**src/rtl/haar_pkg.sv**
```systemverilog
// Shared types and default widths for the Haar window reader slice.
package haar_pkg;

  localparam int DEF_DATA_WIDTH_12 = 12;
  localparam int DEF_ACC_WIDTH     = 16;
  localparam int DEF_COORD_WIDTH   = 4;

  typedef enum logic [2:0] {
    EMPTY,
    READY,
    ACCUM,
    DRAIN,
    RESULT
  } state_t;

  typedef logic signed [2:0] weight_t;

endpackage

```
**src/rtl/haar_window_reader_if.sv**
```systemverilog
// Rectangle request stream in, feature result stream out.
interface haar_window_reader_if
  import haar_pkg::*;
#(
  parameter int COORD_WIDTH = DEF_COORD_WIDTH,
  parameter int ACC_WIDTH   = DEF_ACC_WIDTH
);
  logic                        req_valid;
  logic                        req_ready;
  logic [COORD_WIDTH-1:0]      req_x0, req_y0, req_x1, req_y1;
  weight_t                     req_weight;
  logic                        req_last;
  logic                        o_feature_valid;
  logic                        res_ready;
  logic signed [ACC_WIDTH-1:0] o_feature_sum;

  modport master (
    output req_valid, req_x0, req_y0, req_x1, req_y1, req_weight, req_last, res_ready,
    input  req_ready, o_feature_valid, o_feature_sum
  );

  modport slave (
    input  req_valid, req_x0, req_y0, req_x1, req_y1, req_weight, req_last, res_ready,
    output req_ready, o_feature_valid, o_feature_sum
  );
endinterface

```
**src/rtl/haar_rect_sum.sv**
```systemverilog
// Registered four-corner fetch with bounds check; rectangle sum wraps at DATA_WIDTH_12.
module haar_rect_sum
  import haar_pkg::*;
#(
  parameter int DATA_WIDTH_12   = DEF_DATA_WIDTH_12,
  parameter int INTEGRAL_WIDTH  = 3,
  parameter int INTEGRAL_HEIGHT = 3,
  parameter int COORD_WIDTH     = DEF_COORD_WIDTH
) (
  input  logic                     clk_os,
  input  logic                     reset_os,
  input  logic [INTEGRAL_WIDTH*INTEGRAL_HEIGHT-1:0][DATA_WIDTH_12-1:0] win,
  input  logic                     fire,
  input  logic [COORD_WIDTH-1:0]   x0, y0, x1, y1,
  input  weight_t                  weight,
  output logic                     vld,
  output logic                     bad,
  output weight_t                  wt_q,
  output logic [DATA_WIDTH_12-1:0] sum
);
  localparam int N  = INTEGRAL_WIDTH * INTEGRAL_HEIGHT;
  localparam int IW = (N > 1) ? $clog2(N) : 1;
  localparam logic [COORD_WIDTH-1:0] XLIM = COORD_WIDTH'(INTEGRAL_WIDTH);
  localparam logic [COORD_WIDTH-1:0] YLIM = COORD_WIDTH'(INTEGRAL_HEIGHT);

  function automatic logic [IW-1:0] idx(input logic [COORD_WIDTH-1:0] x, input logic [COORD_WIDTH-1:0] y);
    return IW'(int'(x) + INTEGRAL_WIDTH * int'(y));
  endfunction

  logic                     ok;
  logic [IW-1:0]            k11, k01, k10, k00;
  logic [DATA_WIDTH_12-1:0] c11, c01, c10, c00;

  // Out-of-range rectangles never index the window; they read entry 0 and are zeroed later.
  always_comb begin
    ok  = (x0 < x1) && (x1 < XLIM) && (y0 < y1) && (y1 < YLIM);
    k11 = '0;
    k01 = '0;
    k10 = '0;
    k00 = '0;
    if (ok) begin
      k11 = idx(x1, y1);
      k01 = idx(x1, y0);
      k10 = idx(x0, y1);
      k00 = idx(x0, y0);
    end
  end

  always_ff @(posedge clk_os) begin
    if (!reset_os) begin
      vld  <= 1'b0;
      bad  <= 1'b0;
      wt_q <= '0;
      c11  <= '0;
      c01  <= '0;
      c10  <= '0;
      c00  <= '0;
    end else begin
      vld <= fire;
      bad <= fire && !ok;
      if (fire) begin
        wt_q <= weight;
        c11  <= win[k11];
        c01  <= win[k01];
        c10  <= win[k10];
        c00  <= win[k00];
      end
    end
  end

  assign sum = bad ? '0 : (c11 - c01 - c10 + c00);

endmodule

```
**src/rtl/haar_window_reader.sv**
```systemverilog
// Captures the integral window and accumulates weighted rectangle sums into one feature.
module haar_window_reader
  import haar_pkg::*;
#(
  parameter int DATA_WIDTH_12   = DEF_DATA_WIDTH_12,
  parameter int INTEGRAL_WIDTH  = 3,
  parameter int INTEGRAL_HEIGHT = 3,
  parameter int COORD_WIDTH     = DEF_COORD_WIDTH,
  parameter int ACC_WIDTH       = DEF_ACC_WIDTH
) (
  input  logic                 clk_os,
  input  logic                 reset_os,
  input  logic [INTEGRAL_WIDTH*INTEGRAL_HEIGHT*DATA_WIDTH_12-1:0] i_integral_image,
  input  logic                 i_integral_image_ready,
  haar_window_reader_if.slave  bus,
  output logic                 o_overrun,
  output logic                 o_bad_rect
);
  localparam int N = INTEGRAL_WIDTH * INTEGRAL_HEIGHT;

  state_t st, nxt;
  logic [N-1:0][DATA_WIDTH_12-1:0] win_q;
  logic [1:0]                      vld_pipe;
  logic                            capture, overrun_set, acc_clr, req_ready, fval;
  logic signed [ACC_WIDTH-1:0]     acc, s_ext, w_ext, contrib;
  logic                            rs_vld, rs_bad;
  weight_t                         rs_wt;
  logic [DATA_WIDTH_12-1:0]        rs_sum;

  assign vld_pipe[0] = bus.req_valid && req_ready;
  assign vld_pipe[1] = rs_vld;

  haar_rect_sum #(
    .DATA_WIDTH_12  (DATA_WIDTH_12),
    .INTEGRAL_WIDTH (INTEGRAL_WIDTH),
    .INTEGRAL_HEIGHT(INTEGRAL_HEIGHT),
    .COORD_WIDTH    (COORD_WIDTH)
  ) u_rect (
    .clk_os  (clk_os),
    .reset_os(reset_os),
    .win     (win_q),
    .fire    (vld_pipe[0]),
    .x0      (bus.req_x0),
    .y0      (bus.req_y0),
    .x1      (bus.req_x1),
    .y1      (bus.req_y1),
    .weight  (bus.req_weight),
    .vld     (rs_vld),
    .bad     (rs_bad),
    .wt_q    (rs_wt),
    .sum     (rs_sum)
  );

  always_comb begin
    nxt         = st;
    req_ready   = 1'b0;
    fval        = 1'b0;
    capture     = 1'b0;
    overrun_set = 1'b0;
    acc_clr     = 1'b0;
    case (st)
      EMPTY: if (i_integral_image_ready) begin
        capture = 1'b1;
        nxt     = READY;
      end
      READY: begin
        req_ready = 1'b1;
        capture   = i_integral_image_ready;
        if (vld_pipe[0]) nxt = bus.req_last ? DRAIN : ACCUM;
      end
      ACCUM: begin
        req_ready   = 1'b1;
        overrun_set = i_integral_image_ready;
        if (vld_pipe[0] && bus.req_last) nxt = DRAIN;
      end
      // The single in-flight rectangle retires into the accumulator on this edge.
      DRAIN: begin
        overrun_set = i_integral_image_ready;
        nxt         = RESULT;
      end
      RESULT: begin
        fval        = 1'b1;
        overrun_set = i_integral_image_ready;
        if (bus.res_ready) begin
          acc_clr = 1'b1;
          nxt     = READY;
        end
      end
      default: nxt = EMPTY;
    endcase
  end

  // Corner sum is unsigned, weight is signed; product wraps at ACC_WIDTH.
  assign s_ext   = ACC_WIDTH'(rs_sum);
  assign w_ext   = ACC_WIDTH'(rs_wt);
  assign contrib = s_ext * w_ext;

  always_ff @(posedge clk_os) begin
    if (!reset_os) begin
      st        <= EMPTY;
      win_q     <= '0;
      acc       <= '0;
      o_overrun <= 1'b0;
    end else begin
      st <= nxt;
      if (capture) win_q <= i_integral_image;
      if (overrun_set) o_overrun <= 1'b1;
      if (acc_clr) acc <= '0;
      else if (vld_pipe[1]) acc <= acc + contrib;
    end
  end

  assign bus.req_ready       = req_ready;
  assign bus.o_feature_valid = fval;
  assign bus.o_feature_sum   = acc;
  assign o_bad_rect          = rs_vld && rs_bad;

endmodule
```
**src/flat_wrapper.sv**
```systemverilog
// flat-port wrapper written by rule: the top's interface ports become plain ports
module haar_window_reader_flat import haar_pkg::*;
#(
  parameter int DATA_WIDTH_12   = DEF_DATA_WIDTH_12,
  parameter int INTEGRAL_WIDTH  = 3,
  parameter int INTEGRAL_HEIGHT = 3,
  parameter int COORD_WIDTH     = DEF_COORD_WIDTH,
  parameter int ACC_WIDTH       = DEF_ACC_WIDTH
)
  (clk_os, reset_os, i_integral_image, i_integral_image_ready, o_overrun, o_bad_rect, bus_req_valid, bus_req_x0, bus_req_y0, bus_req_x1, bus_req_y1, bus_req_weight, bus_req_last, bus_res_ready, bus_req_ready, bus_o_feature_valid, bus_o_feature_sum);
  haar_window_reader_if #(.COORD_WIDTH(COORD_WIDTH), .ACC_WIDTH(ACC_WIDTH)) bus_i ();
  input  logic clk_os;
  input  logic reset_os;
  input  logic [INTEGRAL_WIDTH*INTEGRAL_HEIGHT*DATA_WIDTH_12-1:0] i_integral_image;
  input  logic i_integral_image_ready;
  output logic o_overrun;
  output logic o_bad_rect;
  input wire logic [$bits(bus_i.req_valid)-1:0] bus_req_valid;
  input wire logic [$bits(bus_i.req_x0)-1:0] bus_req_x0;
  input wire logic [$bits(bus_i.req_y0)-1:0] bus_req_y0;
  input wire logic [$bits(bus_i.req_x1)-1:0] bus_req_x1;
  input wire logic [$bits(bus_i.req_y1)-1:0] bus_req_y1;
  input wire logic [$bits(bus_i.req_weight)-1:0] bus_req_weight;
  input wire logic [$bits(bus_i.req_last)-1:0] bus_req_last;
  input wire logic [$bits(bus_i.res_ready)-1:0] bus_res_ready;
  output wire logic [$bits(bus_i.req_ready)-1:0] bus_req_ready;
  output wire logic [$bits(bus_i.o_feature_valid)-1:0] bus_o_feature_valid;
  output wire logic [$bits(bus_i.o_feature_sum)-1:0] bus_o_feature_sum;
  assign bus_i.req_valid = bus_req_valid;
  assign bus_i.req_x0 = bus_req_x0;
  assign bus_i.req_y0 = bus_req_y0;
  assign bus_i.req_x1 = bus_req_x1;
  assign bus_i.req_y1 = bus_req_y1;
  assign bus_i.req_weight = bus_req_weight;
  assign bus_i.req_last = bus_req_last;
  assign bus_i.res_ready = bus_res_ready;
  assign bus_req_ready = bus_i.req_ready;
  assign bus_o_feature_valid = bus_i.o_feature_valid;
  assign bus_o_feature_sum = bus_i.o_feature_sum;
  haar_window_reader #(.DATA_WIDTH_12(DATA_WIDTH_12), .INTEGRAL_WIDTH(INTEGRAL_WIDTH), .INTEGRAL_HEIGHT(INTEGRAL_HEIGHT), .COORD_WIDTH(COORD_WIDTH), .ACC_WIDTH(ACC_WIDTH)) u_core (.clk_os(clk_os), .reset_os(reset_os), .i_integral_image(i_integral_image), .i_integral_image_ready(i_integral_image_ready), .bus(bus_i), .o_overrun(o_overrun), .o_bad_rect(o_bad_rect));
endmodule
```
**config.mk**
```make
export PLATFORM = sky130hd
export DESIGN_NAME = haar_window_reader_flat
export DESIGN_NICKNAME = d
export VERILOG_FILES = /design/src/rtl/haar_pkg.sv /design/src/rtl/haar_window_reader_if.sv /design/src/rtl/haar_rect_sum.sv /design/src/rtl/haar_window_reader.sv /design/src/flat_wrapper.sv
export SDC_FILE = /design/constraint.sdc
export NUM_CORES = 1
export LEC_CHECK = 0
export ABC_AREA = 0
export CORE_ASPECT_RATIO = 1.25
export CORE_MARGIN = 2
export CORE_UTILIZATION = 40
export DETAILED_ROUTE_END_ITERATION = 12
export PLACE_DENSITY = 0.65
export SYNTH_ARGS = -nofsm -noshare
export SYNTH_HDL_FRONTEND = slang
export SYNTH_SLANG_ARGS = --single-unit
```
**constraint.sdc**
```tcl
create_clock -name clk_os -period 6.9 [get_ports clk_os]
set_input_delay 1.725 -clock clk_os [delete_from_list [all_inputs] [get_ports clk_os]]
set_output_delay 1.725 -clock clk_os [all_outputs]
set_load 0.01 [all_outputs]
```
==> results.toml, run 1 <==
[global_routing]
antenna_found_initial = 0
grt_max_degree = 109
grt_pass1_wl_um = 69400
grt_pass1_vias = 12300
track_usage_pct = 25.9
overflow = 0

[route]
routedWlPerCell_um = 20.6
drc_errors = 0
vias = 12900
drtPass1Iterations = 6
viasPerCell = 5.94
antenna_left = 0
drt-initial-drc-count = 1405
wl_um = 44800

[sta]
max_clock_freq_ghz = 0.154
grt_setup_unrepaired = "no"
fin_crit_ns = 6.49
setup_tns_ns = 0
report.final.slew_viol_count = 0
setup_viol = 0
max_slew_margin_pct = 20.2
hold_ws_ns = 0.453
skew_ns = 0.0154
worst_slack_ns = 0.406
worstMarginPinSlew_ns = 1.19
hold_violations = 0
post-route-period-util_pct = 94.1

[worst_setup_path]
crit_end = "u_core.bus.o_feature_sum[15]"
r2r_cells = 24
required_ns = 7.27
crit_fanout = 4
arrival_ns = 6.86
r2r_end = "u_core.bus.o_feature_sum[15]"
cp-end-kind = "flip-flop"
critPathKind = "flip-flop to flip-flop"
startpoint = "u_core.u_rect.c01[0]"
ff2ff_setup_slack_ns = 0.41
worstSetupStartpointType = "flip-flop"
rr_startpoint = "u_core.u_rect.c01[0]"

[place]
place_hpwl_um = 34400
dpl_cell_area_um2 = 14900
gp_congestion = 0.943
preCtsSetupSlack_ns = 0.374
port_buffers = 152

[synthesis]
synth-edff-count = 0
synth.avg_cell_area_um2 = 7.89
yosysWarningCount = 0
ys_async_sr_fraction_pct = 0
synthesis.area_um2 = 13100
netlist.area_leader.share_pct = 27.6
ys_top_cells_by_area = "dfxtp_1 28%, nand2_1 11%, fa_1 7.9%"
syn_inst = 1665
ys_ff_latch = 181
synth.distinct_cells = 71
ys_seq_area_share_pct = 27.6
syn_nets = 1914
yosysTopAreaCell = "dfxtp_1"
synthFlopType = "dfxtp_1"

[power]
power_per_cell_area_nw_per_um2 = 339
p_leak_nw = 5.81
ir_drop_uv = 228

[clock_tree]
cts_setup_buffers = 0
clk_latency_ns = 0.45
cts_buffer_depth = 2
cts.sinks = 181
cts_tree = "built"
clockRootBuffer = "clkbuf_16"
h-tree-depth = 4
numCtsBuffers = 17
hold_buffers = 0
clk_pin_slew_ns = 0.08
cts-resized-gates = 0

[die]
start_util_pct = 40.4
die_w_um = 166
rows = 74
die-area_um2 = 34300
dieHeight_um = 207
ios = 153
core_area_um2 = 32500

[flow_run]
maxCapViolations = 0

[final_layout]
synthToLayoutAreaGrowth_pct = 17.9
fin_util_pct = 47.6
final_cell_area_um2 = 15500
layout-drive-gt1-share_pct = 5.81
num-nets-final = 1992
num_antenna_cells = 0

[worst_hold_path]
worstHoldPathCells = 2
hold_path.class = "flip-flop to flip-flop"

[outcome]
outcome = "finished clean"
logic make-up (layout without fill, tap and decap cells):
logic type / after synthesis / in the layout / synth area share (%)
xor gates and xnor gates: 38 / 38 / 2.53
AOI/OAI and AO/OA: 465 / 465 / 22.9
muxes: 96 / 96 / 8.15
and+or+nand+nor: 573 / 573 / 18.8
buffers and inverters: 196 / 287 / 6.07
DFF: 181 / 181 / 27.6
adders and majority gates: 116 / 116 / 14.0
per-stage QoR:
step | power [mW] | std cells
after floorplan | 3.45 | 1665
after global placement | 4.15 | 2142
after detailed placement | 4.21 | 2142
after CTS | 5.24 | 2174
final | 5.25 | 2174
after global routing | 5.66 | 2174
layer usage:
metal	track usage (%)	up-vias	routed length, um
li1	-	6072	-
met1	30.5	6117	17700
met2	45.6	587	21800
met3	4.08	134	2760
met4	13.5	0	2520
met5	0	-	0
area by class of cell:
cell class              instances  area, um^2
repair buffers                171        1680
well taps                     418         523
clock inverters                13         163
clock buffers                  19         443
flip-flops and latches        181        3620
inverters                      84         318
fillers                      3185       17000
multi-input cells            1288        8740
critical path: stages (launching register included):
cell	delay, ns
dfxtp_1	0.31
inv_1	0.06
fa_1	0.52
inv_1	0.06
fa_1	0.47
inv_1	0.04
ha_1	0.20
fa_1	0.46
a21o_1	0.19
a21o_1	0.21
a211oi_1	0.28
o21ai_0	0.15
and3_1	0.23
nor4_2	0.28
fa_1	0.45
fa_1	0.44
ha_1	0.29
ha_1	0.33
o21ai_0	0.14
o21ai_0	0.21
o221ai_1	0.21
nand4b_1	0.30
a211o_1	0.30
nand3_1	0.08
mux2i_1	0.18
where the power goes:
part / leakage (nW) / internal, mW / switching, mW
clock: 0.292 / 0.556 / 0.474
combinational: 4.04 / 1.09 / 1.58
sequential: 1.48 / 1.25 / 0.303
total: 5.81 / 2.90 / 2.35
flip-flops by register name, summed over array words and instances, names as in the netlist, 3 cells and up:
register                  flops
u_core.win_q                108
u_core.bus.o_feature_sum     16
u_core.u_rect.c00            12
u_core.u_rect.c01            12
u_core.u_rect.c10            12
u_core.u_rect.c11            12
u_core.st                     3
u_core.u_rect.wt_q            3
cells in the mapped netlist, drive strengths merged (17+ instances only):
cell type	instances
a21oi	167
a32oi	28
mux2i	72
fa	52
nand3	36
dfxtp	181
ha	64
xnor2	22
mux2	17
nor2	79
o22ai	72
inv	84
o21ai	85
nand2	369
nor3	32
a32o	31
buf	31
clkbuf	81
how the worst min path moves through the flow:
stage / slack [ns] / startpoint / end
finish: 0.45 / u_core.o_overrun / u_core.o_overrun
global route: 0.49 / u_core.o_overrun / u_core.o_overrun
global placement: 0.44 / u_core.o_overrun / u_core.o_overrun
detailed placement: 0.44 / u_core.o_overrun / u_core.o_overrun
CTS: 0.45 / u_core.o_overrun / u_core.o_overrun
floorplan: 0.44 / u_core.win_q[101] / u_core.win_q[101]
cell usage in the layout, fill, tap and decap left out, drive strengths merged, types with 4 or more instances in the layout:
master	synthesis	final
a32o	31	31
o211ai	4	4
nor2	79	79
clkdlybuf4s50	0	152
a31oi	9	9
a221oi	12	12
a32oi	28	28
and3	10	10
a211oi	5	5
a21o	7	7
or4	4	4
mux2i	72	72
ha	64	64
xor2	16	16
nor3	32	32
o21ai	85	85
o22ai	72	72
o21a	6	6
dfxtp	181	181
mux2	17	17
a221o	7	7
clkbuf	81	19
fa	52	52
buf	31	19
and2	7	7
nand2b	11	11
nand4	8	8
a21oi	167	167
xnor2	22	22
nand2	369	369
o221ai	6	6
nand3	36	36
mux4	7	7
inv	84	90
No activity file was read; power rests on OpenSTA's default activity.
==> run 2: changes to the inputs <==
--- a/config.mk
+++ b/config.mk
@@ -10,7 +10,9 @@
 export CORE_MARGIN = 2
 export CORE_UTILIZATION = 40
 export DETAILED_ROUTE_END_ITERATION = 12
+export GPL_TIMING_DRIVEN = 0
 export PLACE_DENSITY = 0.65
+export SKIP_CTS_REPAIR_TIMING = 1
 export SYNTH_ARGS = -nofsm -noshare
 export SYNTH_HDL_FRONTEND = slang
 export SYNTH_SLANG_ARGS = --single-unit
==> results.toml, run 2 (synthesis gave the netlist of run 1 again) <==
[outcome]
outcome = "finished clean"

[route]
drtPass1Iterations = 7
drt-initial-drc-count = 1287
routedWlPerCell_um = 22.8
viasPerCell = 5.90
antenna_left = 0
drc_errors = 0
vias = 13400
wl_um = 51800

[sta]
grt_setup_unrepaired = "no"
setup_viol = 0
fin_crit_ns = 6.64
max_slew_margin_pct = 10.1
hold_violations = 0
hold_ws_ns = 0.456
post-route-period-util_pct = 96.2
max_clock_freq_ghz = 0.151
report.final.slew_viol_count = 0
worstMarginPinSlew_ns = 1.34
setup_tns_ns = 0
skew_ns = 0.0168

[global_routing]
grt-busiest-layer = "met2"
grt_use_met1_pct = 33.6
grt_pass1_wl_um = 77800
grt_max_degree = 21
grt_pass1_vias = 13200
overflow = 0
track_usage_pct = 29.8
antenna_found_initial = 0
use_met2_pct = 53.0
gr-usage-met3_pct = 3.81

[clock_tree]
clk_latency_ns = 0.47
cts_tree = "built"
clockRootBuffer = "clkbuf_16"
h-tree-depth = 4
clk_pin_slew_ns = 0.08
cts.sinks = 181
numCtsBuffers = 17
cts_buffer_depth = 2

[worst_hold_path]
holdPathEnd = "u_core.o_overrun"
worstHoldPathCells = 2
hold_start = "u_core.o_overrun"
hold_path.class = "flip-flop to flip-flop"

[worst_setup_path]
rr_startpoint = "u_core.u_rect.c11[0]"
worstSetupStartpointType = "flip-flop"
arrival_ns = 7.03
crit_fanout = 5
critPathKind = "flip-flop to flip-flop"
ff2ff_setup_slack_ns = 0.26
cp-end-kind = "flip-flop"
r2r_cells = 23
r2r_end = "u_core.bus.o_feature_sum[15]"
required_ns = 7.30

[place]
gp_congestion = 1.01
place_hpwl_um = 42200
dp_cells = 2235
port_buffers = 152

[final_layout]
num_antenna_cells = 0
top_register = "u_core.win_q"
fin_cells = 2267
fin_util_pct = 48.6
mostFrequentLayoutCells = "368 x nand2_1, 181 x dfxtp_1, 167 x a21oi_1"
layout-drive-gt1-share_pct = 6.00
synthToLayoutAreaGrowth_pct = 20.2
num-nets-final = 2085
fillers = 3229
final_common_cell = "nand2_1"
largest_reg_flops = 108

[die]
start_util_pct = 40.4
die-area_um2 = 34300
die_w_um = 166
rows = 74
ios = 153
core_area_um2 = 32500
dieHeight_um = 207

[flow_run]
maxCapViolations = 0

[power]
p_leak_nw = 5.94
power_per_cell_area_nw_per_um2 = 343
ir_drop_uv = 198
[run 2: cell count changes in the layout (fill, tap and decap cells not counted), sizes merged]
cell / change
clkbuf: +79
buf: +12
inv: +4
bufinv: -2
clkinv: +2
clkinvlp: -2
[run 2: how the worst max path moves through the flow]
stage	start	slack, ns	endpoint	cells past startpoint
floorplan	u_core.u_rect.c11[0]	0.83	u_core.bus.o_feature_sum[15]	23
global placement	u_core.u_rect.c11[0]	0.34	u_core.bus.o_feature_sum[15]	23
detailed placement	u_core.u_rect.c11[0]	0.26	u_core.bus.o_feature_sum[15]	23
CTS	u_core.u_rect.c11[0]	0.24	u_core.bus.o_feature_sum[15]	23
global route	u_core.u_rect.c11[0]	0.01	u_core.bus.o_feature_sum[15]	23
finish	u_core.u_rect.c11[0]	0.26	u_core.bus.o_feature_sum[15]	23
[run 2: per-layer routing]
metal	vias up	wire (um)
met5	-	0
met4	0	3600
met3	152	2480
met2	531	25600
met1	6445	20100
li1	6256	-
[run 2: cell type report]
| class | count | area, um^2 | area share, % |
|---|---|---|---|
| plain buffers | 112 | 482 | 3.05 |
| clock buffers | 17 | 425 | 2.69 |
| clock inverters | 15 | 169 | 1.07 |
| inverters | 84 | 315 | 2.00 |
| multi-input cells | 1288 | 8730 | 55.3 |
| flip-flops and latches | 181 | 3620 | 23.0 |
| well taps | 418 | 523 | 3.31 |
| repair buffers | 152 | 1520 | 9.64 |
[run 2: metrics by stage]
stage | setup WS (ns) | total power [mW] | area, um^2
floorplan | 0.834 | 3.45 | 13100
global placement | 0.343 | 4.30 | 15200
detailed placement | 0.260 | 4.37 | 15200
CTS | 0.237 | 5.38 | 15800
global route | 0.00954 | 5.78 | 15800
finish | 0.264 | 5.42 | 15800
[run 2: report_power, final]
| part | total [mW] | switching (mW) | leakage, nW | internal (mW) |
|---|---|---|---|---|
| Clock | 1.01 | 0.518 | 0.291 | 0.490 |
| Combinational | 2.86 | 1.75 | 4.17 | 1.11 |
| Sequential | 1.55 | 0.301 | 1.48 | 1.25 |
[run 2: critical path, stage by stage, from the launching register on]
cell and delay [ns]:
dfxtp_1 0.36, fa_1 0.56, inv_1 0.05, fa_1 0.47
inv_1 0.04, ha_1 0.20, fa_1 0.46, a21o_1 0.19
a21o_1 0.21, a21oi_1 0.14, o21ai_0 0.10, o21ai_0 0.36
nor2_1 0.13, fa_1 0.57, fa_1 0.42, ha_1 0.29
ha_1 0.36, nand3_1 0.09, o211ai_1 0.41, o221ai_1 0.31
nand4b_1 0.31, a211o_1 0.29, nand3_1 0.08, mux2i_1 0.17
==> run 3: changes to the inputs <==
--- a/config.mk
+++ b/config.mk
@@ -6,7 +6,8 @@
 export NUM_CORES = 1
 export LEC_CHECK = 0
 export ABC_AREA = 0
-export CORE_ASPECT_RATIO = 1.25
+export CAP_MARGIN = 20
+export CORE_ASPECT_RATIO = 0.75
 export CORE_MARGIN = 2
 export CORE_UTILIZATION = 40
 export DETAILED_ROUTE_END_ITERATION = 12
@@ -15,4 +16,5 @@
 export SKIP_CTS_REPAIR_TIMING = 1
 export SYNTH_ARGS = -nofsm -noshare
 export SYNTH_HDL_FRONTEND = slang
+export SYNTH_HIERARCHICAL = 1
 export SYNTH_SLANG_ARGS = --single-unit
==> results.toml, run 3 <==
[outcome]
outcome = "finished clean"

[power]
ir_drop_uv = 153
pwr-share-seq_pct = 30.5
p_int_mw = 2.40
p_comb_share_pct = 46.0
clock_power_share_pct = 23.5
switchingPower_mw = 1.93
p_leak_nw = 6.66
swShare_pct = 44.6
total_power_mw = 4.32
power_per_cell_area_nw_per_um2 = 252

[clock_tree]
cts.sinks = 181
cts_tree = "built"
clk_pin_slew_ns = 0.08
h-tree-depth = 4
clk_latency_ns = 0.48
clockRootBuffer = "clkbuf_16"
numCtsBuffers = 17
cts_buffer_depth = 2

[route]
vias = 14800
wl_um = 69500
drc_errors = 0
drt-initial-drc-count = 1599
viasPerCell = 6.18
routedWlPerCell_um = 29.0
antenna_left = 0
drtPass1Iterations = 9

[global_routing]
grt_pass1_vias = 14500
grt_pass1_wl_um = 98800
track_usage_pct = 36.8
grt_max_degree = 20
antenna_found_initial = 0
overflow = 0

[worst_setup_path]
crit_top_cell = "fa_1"
rr_startpoint = "u_core/u_rect/c11[0]"
critPathKind = "flip-flop to flip-flop"
slowest_delay_ns = 0.62
cp-end-kind = "flip-flop"
crit_end = "u_core/bus.o_feature_sum[10]"
cp_slowest_cell = "fa_1"
startpoint = "u_core/u_rect/c11[0]"
r2r_end = "u_core/bus.o_feature_sum[10]"
ff2ff_setup_slack_ns = 0.29
arrival_ns = 6.96
required_ns = 7.25
path_cells = "fa_1, inv_1, fa_1, inv_1, ha_2, inv_1, fa_1, nor2b_1, nor3_1, nand2_1, fa_1, fa_1, inv_1, fa_1, ha_1, fa_1, a21o_1, a221oi_2, o21ai_1, xor2_1, mux2i_1, nor2_1"
r2r_cells = 22
worstSetupStartpointType = "flip-flop"
crit_fanout = 3

[die]
core_area_um2 = 35700
ios = 153
start_util_pct = 40.4
die-area_um2 = 37500
dieHeight_um = 168
rows = 60
die_w_um = 223

[sta]
fin_crit_ns = 6.61
grt_setup_unrepaired = "no"
setup_tns_ns = 0
max_slew_margin_pct = 24.7
post-route-period-util_pct = 95.8
skew_ns = 0.0151
setup_viol = 0
report.final.slew_viol_count = 0
max_clock_freq_ghz = 0.151
hold_violations = 0
worstMarginPinSlew_ns = 1.12

[synthesis]
yosysTopAreaCell = "dfxtp_1"
synthTopCellsByCount = "297 x nand2_1, 181 x dfxtp_1, 111 x inv_1"
syn_nets = 1989
ys_seq_area_share_pct = 25.2
synth-edff-count = 0
synth.distinct_cells = 83
synthFlopType = "dfxtp_1"
ys_top_cells_by_area = "dfxtp_1 25%, nand2_1 7.7%, fa_1 7.2%"
synth.avg_cell_area_um2 = 8.27
syn_inst = 1740
ys_async_sr_fraction_pct = 0
ys_ff_latch = 181
synth.most_common_cell = "nand2_1"
netlist.area_leader.share_pct = 25.2
yosysWarningCount = 6
synthesis.area_um2 = 14400

[place]
port_buffers = 152
gp_congestion = 1.05
place_hpwl_um = 56500
dpl_cell_area_um2 = 16500

[final_layout]
fillers = 3561
top_register = "u_core/win_q"
synthToLayoutAreaGrowth_pct = 19.2
final_cell_area_um2 = 17200
num-nets-final = 2162
final_common_cell = "nand2_1"
mostFrequentLayoutCells = "297 x nand2_1, 181 x dfxtp_1, 152 x clkdlybuf4s50_1"
layout-drive-gt1-share_pct = 11.1
largest_reg_flops = 108

[flow_run]
maxCapViolations = 0

[worst_hold_path]
hold_path.class = "flip-flop to flip-flop"
run 3: cell count changes in the layout (fill, tap and decap cells not counted), moves of 29 or more:
cell      previous run  this run
a32o_1              31         2
nor2b_1              3        37
a21boi_0             1       106
nor2_1              76        42
a21oi_1            167        76
mux2_2              17        71
nand2_1            368       297
o21ai_0             54        88
o22ai_1             71        20
run 3: cells by family after synthesis:
group	count (synthesis)	synth area share (%)
AOI/OAI and AO/OA	534	26.6
and+or+nand+nor	513	16.9
buffers and inverters	240	7.24
DFF	181	25.2
muxes	118	8.83
adders and majority gates	116	12.8
xor gates and xnor gates	38	2.50
run 3: final cells by class:
class                   count  area (um^2)  area share, %
inverters                 113          424           2.47
diodes                      1         2.50         0.0146
plain buffers             127          618           3.60
clock buffers              18          439           2.56
multi-input cells        1319         9760           56.9
repair buffers            154         1540           9.00
flip-flops and latches    181         3620           21.1
well taps                 465          582           3.39
clock inverters            14          156          0.912
run 3: power by group through the flow:
| stage | combinational [mW] | clock, mW | sequential, mW |
|---|---|---|---|
| 6_report | 1.99 | 1.02 | 1.32 |
| 5_1_grt | 2.16 | 1.07 | 1.32 |
| 4_1_cts | 1.89 | 1.03 | 1.31 |
| 3_5_place_dp | 1.87 | 0 | 1.33 |
| 3_3_place_gp | 1.83 | 0 | 1.33 |
| 2_1_floorplan | 1.22 | 0 | 1.24 |
run 3: worst min-delay path by stage:
stage          slack [ns]  cells past startpoint                   from                    end
5_1_grt              0.52                      2   u_core/u_rect/c00[8]   u_core/u_rect/c00[8]
2_1_floorplan        0.43                      2  u_core/u_rect/c00[10]  u_core/u_rect/c00[10]
3_3_place_gp         0.47                      2   u_core/u_rect/c00[8]   u_core/u_rect/c00[8]
6_report             0.49                      2   u_core/u_rect/c00[8]   u_core/u_rect/c00[8]
4_1_cts              0.49                      2   u_core/u_rect/c00[8]   u_core/u_rect/c00[8]
3_5_place_dp         0.47                      2   u_core/u_rect/c00[5]   u_core/u_rect/c00[5]
run 3: through the flow:
stage                     setup WS, ns  cells  utilization (%)  hold slack [ns]
after floorplan                  0.965   1740                -            0.433
after global placement           0.208   2357             46.2            0.467
after detailed placement       -0.0474   2358             46.3            0.469
after CTS                       -0.112   2390             47.9            0.489
after global routing            0.0283   2391             48.1            0.519
final                            0.292   2392             48.1            0.492
run 3: layer usage:
metal	track usage, %	up-vias	share of wire, %
met5	0	-	0
met4	13.3	0	3.2
met3	9.76	127	11
met2	50.2	795	39
met1	54.8	7278	47
li1	-	6576	-
run 3: worst max-delay path, delay by kind of cell (launching register included):
kind | cells | cell delay, ns
adders and majority gates | 9 | 3.86
DFF | 1 | 0.33
buffers and inverters | 4 | 0.27
xor gates and xnor gates | 1 | 0.16
and+or+nand+nor | 4 | 0.90
muxes | 1 | 0.14
AOI/OAI and AO/OA | 3 | 0.83
